<file path="src/rtl/fir_coeff_pkg.sv">
// -----------------------------------------------------------------------------
// fir_coeff_pkg
// Shared definitions for the FIR coefficient loader: default widths and settle
// length, plus the loader's state encoding.
// -----------------------------------------------------------------------------
package fir_coeff_pkg;

   // Each coefficient is COEF_W bits; two of them fill one 32-bit register word
   localparam int COEF_W_DEFAULT        = 16;

   // Number of consecutive identical samples before a new word may be applied
   localparam int SETTLE_CYCLES_DEFAULT = 4;

   typedef enum logic [1:0] {
      ST_IDLE   = 2'd0,
      ST_SETTLE = 2'd1,
      ST_ARMED  = 2'd2
   } state_t;

endpackage

</file>
<file path="src/rtl/fir_coeff_loader.sv">
// -----------------------------------------------------------------------------
// fir_coeff_loader
// Takes a coefficient word from a software register and swaps it into the
// active FIR coefficient pair only after the word has been stable for a
// number of cycles and a frame sync arrives, so the filter never sees a
// half-written or glitching coefficient set.
//
// Ports
//   user_clk     : single rising-edge clock
//   user_rst_n   : asynchronous active-low reset
//   reg_data     : register word, [31:16] -> b10, [15:0] -> b11
//   sync_in      : frame sync; coefficients only change on this event
//   en           : enables starting a new update from idle
//   b10, b11     : active signed coefficients
//   coeff_valid  : high once any update has been applied
//   update_pulse : one-cycle strobe per applied update
//   pending      : high while a candidate word is settling or armed
//   update_count : applied updates, wrapping modulo 256
// -----------------------------------------------------------------------------
module fir_coeff_loader
   import fir_coeff_pkg::*;
#(
   parameter int SETTLE_CYCLES = SETTLE_CYCLES_DEFAULT,
   parameter int COEF_W        = COEF_W_DEFAULT
) (
   input  logic                  user_clk,
   input  logic                  user_rst_n,
   input  logic [2*COEF_W-1:0]   reg_data,
   input  logic                  sync_in,
   input  logic                  en,
   output logic [COEF_W-1:0]     b10,
   output logic [COEF_W-1:0]     b11,
   output logic                  coeff_valid,
   output logic                  update_pulse,
   output logic                  pending,
   output logic [7:0]            update_count
);

   localparam int         WORD_W      = 2 * COEF_W;
   localparam logic [7:0] SETTLE_LAST = 8'(SETTLE_CYCLES - 1);

   state_t              state;
   state_t              state_next;
   logic [WORD_W-1:0]   reg_q;
   logic [WORD_W-1:0]   candidate;
   logic [WORD_W-1:0]   active;
   logic [7:0]          counter;
   logic [7:0]          counter_inc;
   logic                load_cand;
   logic                inc_cnt;
   logic                apply;

   assign counter_inc = counter + 8'd1;

   // Coefficients come straight from the active word; active is a register,
   // so the outputs are glitch-free
   assign b10     = active[WORD_W-1:COEF_W];
   assign b11     = active[COEF_W-1:0];
   assign pending = (state == ST_SETTLE) || (state == ST_ARMED);

   // State register
   always_ff @(posedge user_clk or negedge user_rst_n) begin
      if (!user_rst_n) begin
         state <= ST_IDLE;
      end else begin
         state <= state_next;
      end
   end

   // Next-state decode. A change of the sampled word always restarts the
   // settle window, and that restart wins over a sync arriving in the same
   // cycle, so a word that moved at the last moment is never applied.
   // The ARMED transition fires on the edge where the counter reaches
   // SETTLE_CYCLES-1.
   always_comb begin
      state_next = state;
      load_cand  = 1'b0;
      inc_cnt    = 1'b0;
      apply      = 1'b0;
      case (state)
         ST_IDLE: begin
            if (en && (reg_q != active)) begin
               load_cand  = 1'b1;
               state_next = ST_SETTLE;
            end
         end
         ST_SETTLE: begin
            if (reg_q != candidate) begin
               load_cand = 1'b1;
            end else begin
               inc_cnt = 1'b1;
               if (counter_inc >= SETTLE_LAST) begin
                  state_next = ST_ARMED;
               end
            end
         end
         ST_ARMED: begin
            if (reg_q != candidate) begin
               load_cand  = 1'b1;
               state_next = ST_SETTLE;
            end else if (sync_in) begin
               apply      = 1'b1;
               state_next = ST_IDLE;
            end
         end
         default: begin
            state_next = ST_IDLE;
         end
      endcase
   end

   // Datapath: input sampling register, candidate capture, settle counter
   // and the active word with its bookkeeping outputs
   always_ff @(posedge user_clk or negedge user_rst_n) begin
      if (!user_rst_n) begin
         reg_q        <= '0;
         candidate    <= '0;
         active       <= '0;
         counter      <= '0;
         coeff_valid  <= 1'b0;
         update_pulse <= 1'b0;
         update_count <= '0;
      end else begin
         reg_q        <= reg_data;
         update_pulse <= apply;
         if (load_cand) begin
            candidate <= reg_q;
            counter   <= '0;
         end else if (inc_cnt) begin
            counter <= counter_inc;
         end
         if (apply) begin
            active       <= candidate;
            coeff_valid  <= 1'b1;
            update_count <= update_count + 8'd1;
         end
      end
   end

endmodule

</file>
<file path="config.mk">
export PLATFORM = sky130hd
export DESIGN_NAME = fir_coeff_loader
export DESIGN_NICKNAME = d
export VERILOG_FILES = /design/src/rtl/fir_coeff_pkg.sv /design/src/rtl/fir_coeff_loader.sv
export SDC_FILE = /design/constraint.sdc
export NUM_CORES = 1
export LEC_CHECK = 0
export ABC_AREA = 1
export CAP_MARGIN = 20
export CORE_ASPECT_RATIO = 0.6
export CORE_MARGIN = 2
export CORE_UTILIZATION = 29
export DETAILED_ROUTE_END_ITERATION = 12
export PLACE_DENSITY = 0.55
export SYNTH_ARGS = -nofsm -noshare
export SYNTH_HDL_FRONTEND = slang
export SYNTH_SLANG_ARGS = --single-unit
</file>
<file path="constraint.sdc">
create_clock -name user_clk -period 1.55 [get_ports user_clk]
set_input_delay 0.2325 -clock user_clk [delete_from_list [all_inputs] [get_ports user_clk]]
set_output_delay 0.2325 -clock user_clk [all_outputs]
set_load 0.02 [all_outputs]
</file>
# Word-level counts from Yosys, hierarchy flattened
# Cells that the tools add are included.
[word_totals] inputBits=36 out_inout_bits=43 word_cells=41 ff_bits=116
[op_classes] muxes=16 reduce_logical=6 n_addsub=2 order_cmp=1 eq_ne=8
[ops] op="$ne 32x32->1" count=2
[ops] op="$add 8x1->8 const B" count=2
[ops] op="$mux 8" count=2
[ops] op="$mux 2" count=5
[ops] op="$ge 8x2->1 const B" count=1
[ops] op="$mux 1" count=7
[ops] op="$pmux 2 s3" count=1
[ops] op="$ne 2x2->1 const B" count=2
[ops] op="$reduce_and 4->1" count=1
[ops] op="$ne 3x2->1 const B" count=1
[ops] op="$eq 2x1->1 const B" count=1
[ops] op="$eq 2x2->1 const B" count=1
[ops] op="$logic_not 2->1" count=1
[ops] op="$ne 2x1->1 const B" count=1
[ops] op="$pmux 1 s2" count=1
[ops] op="$reduce_bool 2->1" count=1
[ops] op="$reduce_or 2->1" count=1
[ops] op="$logic_and 1x1->1" count=1
[ops] op="$logic_or 1x1->1" count=1

# Depth between registers and ports, before layout
# Gate-level depths: netlist of the first run.
[depth] ltp_word=5 ltp_mapped=15 mapped_depth_nobuf=14

# Worst setup path after synthesis of the first run
# No wires, ideal clock.
[synth_timing] kind="flip-flop to flip-flop" startpoint="register reg_q[29]" endpoint="register update_count[7]" path_slack_ps=-28 setup_time_ps=120 arrival_time_ps=1458 synth_period_minus_slack_ps=1578 path_stages_with_launch=12 cell_sequence="dfrtp_1 -> inv_1 -> nand2_1 -> a21oi_1 -> nand2_1 -> nor2_1 -> nand2_1 -> nor2_4 -> nand3_4 -> buf_6 -> nor3_2 -> nor2_1"
[synth_via] elab_chain_cells=3
[synth_rtl] element="from (decl)" line_no="fir_coeff_loader.sv:44" rtl="logic [WORD_W-1:0] reg_q;"
[synth_rtl] element="from (signal assigned)" line_no="fir_coeff_loader.sv:124" rtl="reg_q <= reg_data;"
[synth_rtl] element="$ne 32x32->1" line_no="fir_coeff_loader.sv:98" rtl="if (reg_q != candidate) begin"
[synth_rtl] element="$mux 1" line_no="fir_coeff_loader.sv:98"
[synth_rtl] element="$mux 1" line_no="fir_coeff_loader.sv:80" rtl="case (state)"
[synth_rtl] element="to (signal assigned)" line_no="fir_coeff_loader.sv:135" rtl="update_count <= update_count + 8'd1;"
[synth_rtl] element="to (decl)" line_no="fir_coeff_loader.sv:36" rtl="output logic [7:0] update_count"
# Every way passes these cells.
# A chain may end at the register's enable or synchronous reset.

# Worst setup path after layout of the first run
[layout_timing] startpoint="register active[22]" endpoint="register candidate[20]"
[layout_via] elab_chain_cells=4
[layout_rtl] element="from (decl)" line_no="fir_coeff_loader.sv:46" rtl="logic [WORD_W-1:0] active;"
[layout_rtl] element="from (signal assigned)" line_no="fir_coeff_loader.sv:133" rtl="active <= candidate;"
[layout_rtl] element="$ne 32x32->1" line_no="fir_coeff_loader.sv:82" rtl="if (en && (reg_q != active)) begin"
[layout_rtl] element="$logic_and 1x1->1" line_no="fir_coeff_loader.sv:82"
[layout_rtl] element="$mux 1" line_no="fir_coeff_loader.sv:82"
[layout_rtl] element="$pmux 1 s2" line_no="fir_coeff_loader.sv:80"
[layout_rtl] element="to (signal assigned)" line_no="fir_coeff_loader.sv:127" rtl="candidate <= reg_q;"
[layout_rtl] element="to (decl)" line_no="fir_coeff_loader.sv:45" rtl="logic [WORD_W-1:0] candidate;"
# Every way passes these cells.

==> summary.txt, run 1 <==
Finish
  • Most frequent cells in the layout: nand2_1 (238), buf_4 (106), dfrtp_1 (94), inv_1 (79), nor2_1 (44)
  • Layout fillers: 1849
  • Number of antenna diodes: 0
  • Nets@finish: 970
  • Share of cells above drive strength 1: 31.5%
  • Synth-to-layout area growth: 55.7%
  • Commonest non-fill, non-tap cell in the layout: nand2_1
  • Finished Cell Area: 0.00882 sq mm

Routing
  • Antenna viol nets, final: 0
  • Final wirelength: 16400 microns
  • DR DRC count: 0
  • Pre-antenna DRT Iters: 5
  • Vias: 5097
  • Routed len/inst: 13.6 microns
  • Initial drt markers: 358
  • Vias per Instance: 4.23

Logic synthesis
  • Post-Synthesis Cells: 712
  • Mapped cell area: 0.00566 sq mm
  • Sequential share of the synthesized area: 51.3%
  • Top cells by area, synth: dfrtp_1 (51%), nand2_1 (18%), inv_1 (5.7%)
  • FF+latch count, synth: 116
  • Yosys cell types: 26
  • Syn_nets: 755
  • Post-synth top area cell: dfrtp_1
  • Avg Inst Size Synth: 7.95 sq um
  • Synth Warn #: 0
  • Synth top area share: 51.3%

Run status
  • Failing checks: negative setup slack
  • Status: finished, violations left

STA
  • Final TNS setup: -26700 ps
  • Clock skew: 7.62 ps
  • Final Slew Violations: 0
  • Fmax: 509 MHz
  • Worst slew pin tran: 338 ps
  • Period utilisation layout: 127%
  • Hold Vio Cnt, Final: 0
  • Final worst setup slack: -413 ps
  • Fin crit period: 1960 ps
  • Max_slew headroom: 77.5%
  • Count of final setup violators: 84
  • RSZ-0062 raised after global routing: yes

Setup path
  • Crit Path Category: register to register
  • WP depth: 12
  • Register-to-register setup slack: -410 ps
  • Critical path's slowest cell: dfrtp_2
  • CP bufs+invs: 2
  • Worst path max stage delay: 420 ps
  • Most used cell, CP: nand2_1
  • Worst Reg2Reg Path Length in Cells: 12
  • Req. time, crit path: 1850 ps
  • Worst-path fanout max: 8
  • Top Family by Delay on Critical Path: simple AND/OR/NAND/NOR gates
  • Crit path arrival time: 2260 ps
  • Crit end category: register
  • Cell-by-cell trace of the critical path: xnor2_2 -> nand2_1 -> nor2_1 -> nand2_1 -> nor2_2 -> nand2_2 -> nand3_4 -> nand2_4 -> nand2_8 -> buf_12 -> buf_16 -> o21ai_1
  • Crit start category: register

Clock tree
  • Num CTS Buffers: 17
  • H-tree Lvls: 4
  • Clock slew seen by the registers of the worst setup and hold paths: 60 ps
  • Clock Latency Late Sink: 410 ps
  • Root Driver: clkbuf_16
  • Maximum buffer depth of the clock tree: 2
  • CTS tree: done
  • Clock sink total: 116

Power
  • Max VDD drop: 0.938 mV
  • Total power: 13900 uW
  • Switching pwr: 4750 uW
  • Comb pwr share: 41.1%
  • Pwr dens: 1580 mW/mm^2
  • Sw Share: 34.1%
  • Internal power: 9170 uW
  • Seq pwr share: 28.6%
  • P_leak: 0.00451 uW
  • Clock Power Share: 30.4%

GRT
  • Vias in the first global route: 4950
  • GR Util All Layers: 16.2%
  • Largest net degree at the start of global routing: 41
  • Global-route wire length before repair: 25800 microns
  • Antenna violations before repair: 0
  • GRT Residual Overflow: 0

Floorplan
  • Die X: 184 microns
  • Die Y: 112 microns
  • Starting Density: 29.7%
  • Core Region: 0.0191 sq mm
  • Ports: 79
  • Die area: 0.0207 sq mm
  • Rows: 39

Flow run
  • Max cap viols: 0

Placement
  • Placer's final routability congestion estimate: 0.819
  • Detailed Place HPWL: 10900 microns
  • DP Area: 0.00755 sq mm
  • PortBufs: 78

Min path
  • Worst Hold Class: input port to register
  • WHS Path Cells: 1
-- stage by stage --
| step | util (%) | hold WS, ps | worst slack, ps | cells |
|---|---|---|---|---|
| global route | 46.2 | 247 | -512 | 1206 |
| finish | 46.2 | 255 | -413 | 1206 |
| global placement | 39.6 | 165 | -415 | 1145 |
| detailed placement | 39.6 | 157 | -412 | 1145 |
| floorplan | - | -63.1 | -4.09 | 712 |
| CTS | 44.2 | 242 | -364 | 1194 |
-- logic make-up after synthesis --
kind of cell	Yosys count	synth area share [%]
AND/OR/NAND/NOR	364	26.0
flip-flops	116	51.3
buffers and inverters	114	8.88
AO/OA/AOI/OAI	79	7.38
XOR/XNOR	32	4.95
adder cells (fa/ha/maj)	7	1.55
-- cell type report --
| type | instances | area [sq um] | share of cell area (%) |
|---|---|---|---|
| Inverter | 100 | 378 | 4.28 |
| Tap cell | 266 | 333 | 3.77 |
| Clock inverter | 9 | 150 | 1.70 |
| Multi-Input combinational cell | 482 | 2550 | 29.0 |
| Clock buffer | 23 | 478 | 5.42 |
| Timing Repair Buffer | 210 | 2000 | 22.6 |
| Sequential cell | 116 | 2930 | 33.2 |
-- timing repair --
action | 4_1_cts | 5_1_grt
gates cloned | 3 | 5
gates resized for setup | 84 | 99
endpoints found under the setup margin | 127 | 91
pin swaps | 4 | 28
hold buffers | 1 | 0
hold endpoints to repair | 17 | 0
buffers inserted | 15 | 11
-- flip-flops by register name, indices dropped and copies added, names as in the netlist --
register      count
update_pulse      1
reg_q            32
coeff_valid       1
state             2
update_count      8
counter           8
active           32
candidate        32
-- Yosys cell counts --
cell	n
buf_6	8
nand2_1	278
nor2_1	53
nor2_2	1
buf_4	3
nor3_2	1
nand3_4	1
o21ai_0	35
dfrtp_1	116
inv_1	86
o21ai_2	6
inv_2	14
xnor2_1	26
buf_2	3
nand3_1	10
or2_2	1
nand2_2	2
nand4_1	11
o21ai_1	32
nor2_4	2
a21oi_1	6
and2_1	1
and3_1	1
ha_1	7
xor2_1	6
nand2_4	2
-- power groups by stage --
| stage | clock network [uW] | registers, uW | logic [uW] |
|---|---|---|---|
| finish | 4230 | 3970 | 5710 |
| global route | 4450 | 4040 | 6210 |
| CTS | 4300 | 3940 | 5020 |
| detailed placement | 0 | 3960 | 3860 |
| global placement | 0 | 3970 | 3840 |
| floorplan | 0 | 3920 | 2310 |
-- routing by layer --
| metal | routed length, microns | global-route usage, % |
|---|---|---|
| met1 | 8660 | 25.2 |
| met5 | 0 | 0 |
| met4 | 105 | 4.16 |
| met3 | 850 | 3.63 |
| met2 | 6770 | 22.4 |
-- final timing paths --
path	from	end
max	active[22]$_DFFE_PN0P_	candidate[20]$_DFFE_PN0N_
min	reg_data[21]	reg_q[21]$_DFF_PN0_
max reg2reg	active[22]$_DFFE_PN0P_	candidate[20]$_DFFE_PN0N_
min reg2reg	coeff_valid$_DFFE_PN0P_	coeff_valid$_DFFE_PN0P_
max in group asynchronous	user_rst_n	active[30]$_DFFE_PN0P_
min in group asynchronous	user_rst_n	update_count[1]$_DFFE_PN0P_
Power figures use the tool's default switching activity.
==> inputs of run 2 (changes only) <==
Settings changed: DONT_BUFFER_PORTS set to 1, PLACE_DENSITY 0.55 to 0.5.
==> run 2 against run 1 <==
Net effect: the flow finishes with violations (negative hold slack, negative setup slack); global-route usage down 0.31 points; maximum frequency down 1.6%; sequential share of layout area down 0.084 points; clock skew up 8.3 ps; via count down 1.3%; routed wire length up 5.5%; critical path depth up 1; clock power down 13%; non-clock buffer count down 27; first-iteration DRC count down 26%; power down 2.6%; worst setup slack worse by 31 ps; highest routed layer unchanged.
==> summary.txt, run 2 (synthesis results as in run 1) <==
STA
  • Max_slew headroom: 75.4%
  • Period utilisation layout: 129%
  • Count of final setup violators: 84
  • Clock skew: 15.9 ps
  • Hold slack: -497 ps
  • RSZ-0062 raised after global routing: yes
  • Final worst setup slack: -444 ps
  • Fin crit period: 1990 ps
  • Fmax: 502 MHz
  • Worst slew pin tran: 369 ps
  • Final Slew Violations: 0
  • Hold Vio Cnt, Final: 116

GRT
  • Global-route wire length before repair: 24900 microns
  • Vias in the first global route: 4579
  • Met2 GRT Util: 21.0%
  • Largest net degree at the start of global routing: 117
  • Met1 usage: 24.1%
  • GR Util All Layers: 15.9%
  • Met3 Use GR: 5.55%
  • Most Crowded Layer GR: met1
  • Antenna violations before repair: 1
  • GRT Residual Overflow: 0

Clock tree
  • CTS tree: done
  • Clock sink total: 116
  • Maximum buffer depth of the clock tree: 2
  • Clock slew seen by the registers of the worst setup and hold paths: 60 ps
  • H-tree Lvls: 4
  • Root Driver: clkbuf_16
  • Hold-fix buffers, CTS: 32
  • Clock Latency Late Sink: 430 ps
  • Num CTS Buffers: 17

Routing
  • Final wirelength: 17300 microns
  • Initial drt markers: 266
  • Antenna viol nets, final: 0
  • Vias: 5033
  • Vias per Instance: 4.26
  • Routed len/inst: 14.6 microns
  • DR DRC count: 0
  • Pre-antenna DRT Iters: 4

Power
  • Max VDD drop: 1.12 mV
  • Pwr dens: 1530 mW/mm^2
  • P_leak: 0.00433 uW

Placement
  • Placer's final routability congestion estimate: 0.770
  • PortBufs: 0
  • Detailed Place HPWL: 10700 microns

Setup path
  • Crit end category: register
  • Crit path arrival time: 2310 ps
  • Worst-path fanout max: 8
  • Crit start category: register
  • Req. time, crit path: 1860 ps
  • Crit Path Category: register to register

Finish
  • Final core occ: 46.4%
  • Nets@finish: 944
  • Commonest non-fill, non-tap cell in the layout: nand2_1
  • Top Registers: active: 32 flops, candidate: 32 flops, reg_q: 32 flops
  • Share of cells above drive strength 1: 42.0%
  • Most frequent cells in the layout: nand2_1 (196), buf_4 (118), dfrtp_1 (92), inv_1 (66), nand2_2 (59)
  • Synth-to-layout area growth: 56.3%

Floorplan
  • Die X: 184 microns
  • Die Y: 112 microns
  • Starting Density: 29.7%
  • Ports: 79
  • Rows: 39
  • Core Region: 0.0191 sq mm
  • Die area: 0.0207 sq mm

Run status
  • Failing checks: negative hold slack, negative setup slack
  • Status: finished, violations left

Flow run
  • Max cap viols: 0

Min path
  • Worst Hold Class: input port to async pin
[run 2: metal layers]
| layer | up-vias | wire length (microns) | share of wire (%) |
|---|---|---|---|
| li1 | 2565 | - | - |
| met1 | 2346 | 9130 | 53 |
| met2 | 109 | 6890 | 40 |
| met3 | 13 | 1150 | 6.6 |
| met4 | 0 | 118 | 0.68 |
| met5 | - | 0 | 0 |
[run 2: area by class of cell]
cell class / count / area [sq um]
inverter: 100 / 388
timing repair buffer: 183 / 1810
antenna: 1 / 2.50
tap: 266 / 333
fill: 1855 / 10200
sequential: 116 / 2930
clock buffer: 20 / 437
clock inverter: 12 / 109
multi-input combinational: 483 / 2840
[run 2: what timing repair did]
| action | in CTS | in global routing |
|---|---|---|
| endpoints found under the hold margin | 148 | 116 |
| setup endpoints to repair | 85 | 85 |
| setup buffers | 17 | 16 |
| cloned | 5 | 11 |
| pin swaps | 26 | 41 |
| resized for setup | 57 | 178 |
[run 2: path summary, 6_finish.rpt]
| check | start | end | slack (ps) | cells past startpoint |
|---|---|---|---|---|
| worst max-delay path | reg_q[8]$_DFF_PN0_ | active[13]$_DFFE_PN0P_ | -440 | 13 |
| worst min-delay path | user_rst_n | update_count[6]$_DFFE_PN0P_ | -500 | 0 |
| worst max register to register | reg_q[8]$_DFF_PN0_ | active[13]$_DFFE_PN0P_ | -440 | 13 |
| worst min register to register | candidate[11]$_DFFE_PN0N_ | candidate[11]$_DFFE_PN0N_ | 520 | 2 |
| max in group asynchronous | user_rst_n | active[27]$_DFFE_PN0P_ | 1870 | 0 |
| min in group user_clk | en | state[1]$_DFFE_PN0P_ | 90 | 4 |
[run 2: through the flow]
stage	std cells	cell area [sq um]	total power [uW]	TNS [ps]	worst slack, ps
after floorplan	712	5690	6230	-19.3	-4.09
after global placement	1073	6780	7560	-22960	-317
after detailed placement	1073	6780	7590	-24680	-349
after CTS	1159	8110	13000	-24330	-342
after global routing	1181	8850	14300	-40120	-553
final	1181	8850	13500	-29310	-444
[run 2: where the power goes]
part	switching [uW]	internal [uW]
Sequential	440	3550
Combinational	2980	2910
Clock	1480	2200
[run 2: worst max-delay path, cell delays in order (launching register included)]
cell,delay [ps]
dfrtp_1,420
inv_2,60
nand2_2,70
nand2_2,60
nor2_2,110
nand2_1,80
nor2_2,140
nand2_2,70
nor2_4,230
nand3_4,170
buf_12,180
clkbuf_16,180
nand2_2,60
o21ai_1,50
==> inputs of run 3 (changes only) <==
--- a/config.mk
+++ b/config.mk
@@ -14,4 +14,5 @@
 export DONT_BUFFER_PORTS = 1
 export PLACE_DENSITY = 0.5
+export SLEW_MARGIN = 20
 export SYNTH_ARGS = -nofsm -noshare
 export SYNTH_HDL_FRONTEND = slang
==> constraint.sdc (replaced) <==
create_clock -name user_clk -period 1.55 [get_ports user_clk]
set_input_delay 0.465 -clock user_clk [delete_from_list [all_inputs] [get_ports user_clk]]
set_output_delay 0.465 -clock user_clk [all_outputs]
set_load 0.02 [all_outputs]
==> run 3 against run 2 <==
Net effect: the run still ends with negative hold slack, negative setup slack left; cell area down 3.7%; count of clock-buffer cells in the layout rose by 4; clock power up 14%; sequential power barely moved; combinational power rose by 3.7%; largest cell class unchanged; maximum frequency is 1.5% higher; register-to-register slack improved by 30 ps; global-route usage shrank 0.15 points; critical endpoint is now update_count[0]$_DFFE_PN0P_.
==> summary.txt, run 3 (synthesis results as in run 1) <==
Finish
  • Commonest non-fill, non-tap cell in the layout: nand2_1
  • Top Registers: active: 32 flops, candidate: 32 flops, reg_q: 32 flops
  • Synth-to-layout area growth: 50.6%
  • Most frequent cells in the layout: nand2_1 (212), buf_4 (99), dfrtp_1 (89), inv_1 (67), nand2_2 (55)
  • Nets@finish: 907
  • Finished Cell Area: 0.00853 sq mm
  • Share of cells above drive strength 1: 42.8%

STA
  • Hold Vio Cnt, Final: 116
  • Final Slew Violations: 0
  • Final TNS setup: -27450 ps
  • Period utilisation layout: 127%
  • Max_slew headroom: 75.3%
  • RSZ-0062 raised after global routing: yes
  • Count of final setup violators: 87
  • Final worst setup slack: -414 ps
  • Fin crit period: 1960 ps
  • Fmax: 509 MHz
  • Clock skew: 15.9 ps
  • Worst slew pin tran: 371 ps
  • Hold slack: -257 ps

Setup path
  • Critical path's slowest cell: dfrtp_1
  • Top Family by Delay on Critical Path: simple AND/OR/NAND/NOR gates
  • Crit start category: register
  • R2r startpoint: reg_q[6]$_DFF_PN0_
  • Most used cell, CP: nand2_2
  • Worst flop-to-flop path endpoint: update_count[0]$_DFFE_PN0P_
  • Crit Path Category: register to register
  • Cell-by-cell trace of the critical path: inv_2 -> nand2_2 -> nand2_2 -> nand3_2 -> nor2_2 -> nand3_2 -> nor2_2 -> nand2_2 -> buf_6 -> nor2_4 -> buf_12 -> clkbuf_16 -> xor2_1
  • Crit path arrival time: 2310 ps
  • Worst Reg2Reg Path Length in Cells: 13
  • Req. time, crit path: 1890 ps
  • Worst path max stage delay: 420 ps
  • Register-to-register setup slack: -410 ps
  • Worst-path fanout max: 6
  • CP bufs+invs: 4
  • Crit end category: register

Min path
  • Worst Hold Class: input port to async pin

Placement
  • DP Area: 0.00679 sq mm
  • PortBufs: 0
  • Post-placement setup slack: -358 ps
  • Placer's final routability congestion estimate: 0.793
  • Detailed Place HPWL: 10600 microns

Clock tree
  • Clock sink total: 116
  • Num CTS Buffers: 17
  • Maximum buffer depth of the clock tree: 2
  • CTS tree: done
  • Clock Latency Late Sink: 430 ps
  • Root Driver: clkbuf_16
  • H-tree Lvls: 4
  • Clock slew seen by the registers of the worst setup and hold paths: 60 ps

GRT
  • GRT Residual Overflow: 0
  • Antenna violations before repair: 2
  • Global-route wire length before repair: 24600 microns
  • Largest net degree at the start of global routing: 117
  • Vias in the first global route: 4484
  • GR Util All Layers: 15.8%

Routing
  • Routed len/inst: 15.4 microns
  • Vias: 4915
  • Vias per Instance: 4.30
  • Initial drt markers: 303
  • Pre-antenna DRT Iters: 4
  • DR DRC count: 0
  • Final wirelength: 17600 microns
  • Antenna viol nets, final: 0

Floorplan
  • Ports: 79
  • Starting Density: 29.7%
  • Die X: 184 microns
  • Rows: 39
  • Die area: 0.0207 sq mm
  • Die Y: 112 microns
  • Core Region: 0.0191 sq mm

Run status
  • Status: finished, violations left
  • Failing checks: negative hold slack, negative setup slack

Flow run
  • Max cap viols: 0

Power
  • Max VDD drop: 0.838 mV
  • Pwr dens: 1680 mW/mm^2
  • Total power: 14300 uW
  • P_leak: 0.00424 uW
## run 3: cell types whose count changed in the layout (fill, tap and decap cells not counted), moves of 3 or more
cell	before	now
buf_6	11	27
o21ai_2	30	35
nand2_2	59	55
nand2_4	25	13
o21ai_0	4	8
dfrtp_1	92	89
buf_4	118	99
nand3_1	8	5
nand2_1	196	212
dlygate4sd3_1	32	0
dfrtp_2	24	27
clkbuf_8	0	5
o21ai_1	39	29
## run 3: routing by layer
| layer | vias up | track usage [%] | wire length [microns] | share of wire, % |
|---|---|---|---|---|
| met3 | 13 | 5.74 | 1340 | 7.6 |
| met1 | 2310 | 24.1 | 9140 | 52 |
| met4 | 0 | 4.32 | 170 | 0.97 |
| li1 | 2490 | - | - | - |
| met2 | 102 | 20.4 | 6920 | 39 |
| met5 | - | 0 | 0 | 0 |
## run 3: worst max-delay path by stage
| stage | start | end | slack [ps] | cells past startpoint |
|---|---|---|---|---|
| 4_1_cts | reg_q[6]$_DFF_PN0_ | active[19]$_DFFE_PN0P_ | -360 | 13 |
| 3_3_place_gp | reg_q[21]$_DFF_PN0_ | candidate[31]$_DFFE_PN0N_ | -370 | 11 |
| 3_5_place_dp | reg_q[30]$_DFF_PN0_ | candidate[23]$_DFFE_PN0N_ | -360 | 13 |
| 2_1_floorplan | candidate[27]$_DFFE_PN0N_ | update_count[7]$_DFFE_PN0P_ | -4 | 11 |
| 5_1_grt | reg_q[6]$_DFF_PN0_ | update_count[0]$_DFFE_PN0P_ | -520 | 13 |
| 6_report | reg_q[6]$_DFF_PN0_ | update_count[0]$_DFFE_PN0P_ | -410 | 13 |
## run 3: where the power goes
part / leakage, uW / internal (uW) / switching, uW
Sequential: 0.00141 / 3550 / 464
Combinational: 0.00253 / 2900 / 3210
Clock: 0.000298 / 2740 / 1440
## run 3: cell type report
class	count	area (sq um)
antenna	1	2.50
clock buffer	24	502
clock inverter	8	123
fill	1843	10600
inverter	100	378
multi-input combinational	483	2780
sequential	116	2940
tap	266	333
timing repair buffer	146	1470
## run 3: metrics by stage
step	utilization (%)	instances
floorplan	-	712
global placement	35.6	1075
detailed placement	35.6	1075
CTS	40.0	1112
global route	44.7	1144
finish	44.7	1144
## run 3: repair_timing
| action | 4_1_cts | 5_1_grt |
|---|---|---|
| hold endpoints to repair | 116 | 116 |
| pin swaps | 1 | 22 |
| endpoints found under the setup margin | 93 | 93 |
| gates cloned | 2 | 13 |
| resized for setup | 44 | 184 |
| setup buffers | 3 | 23 |
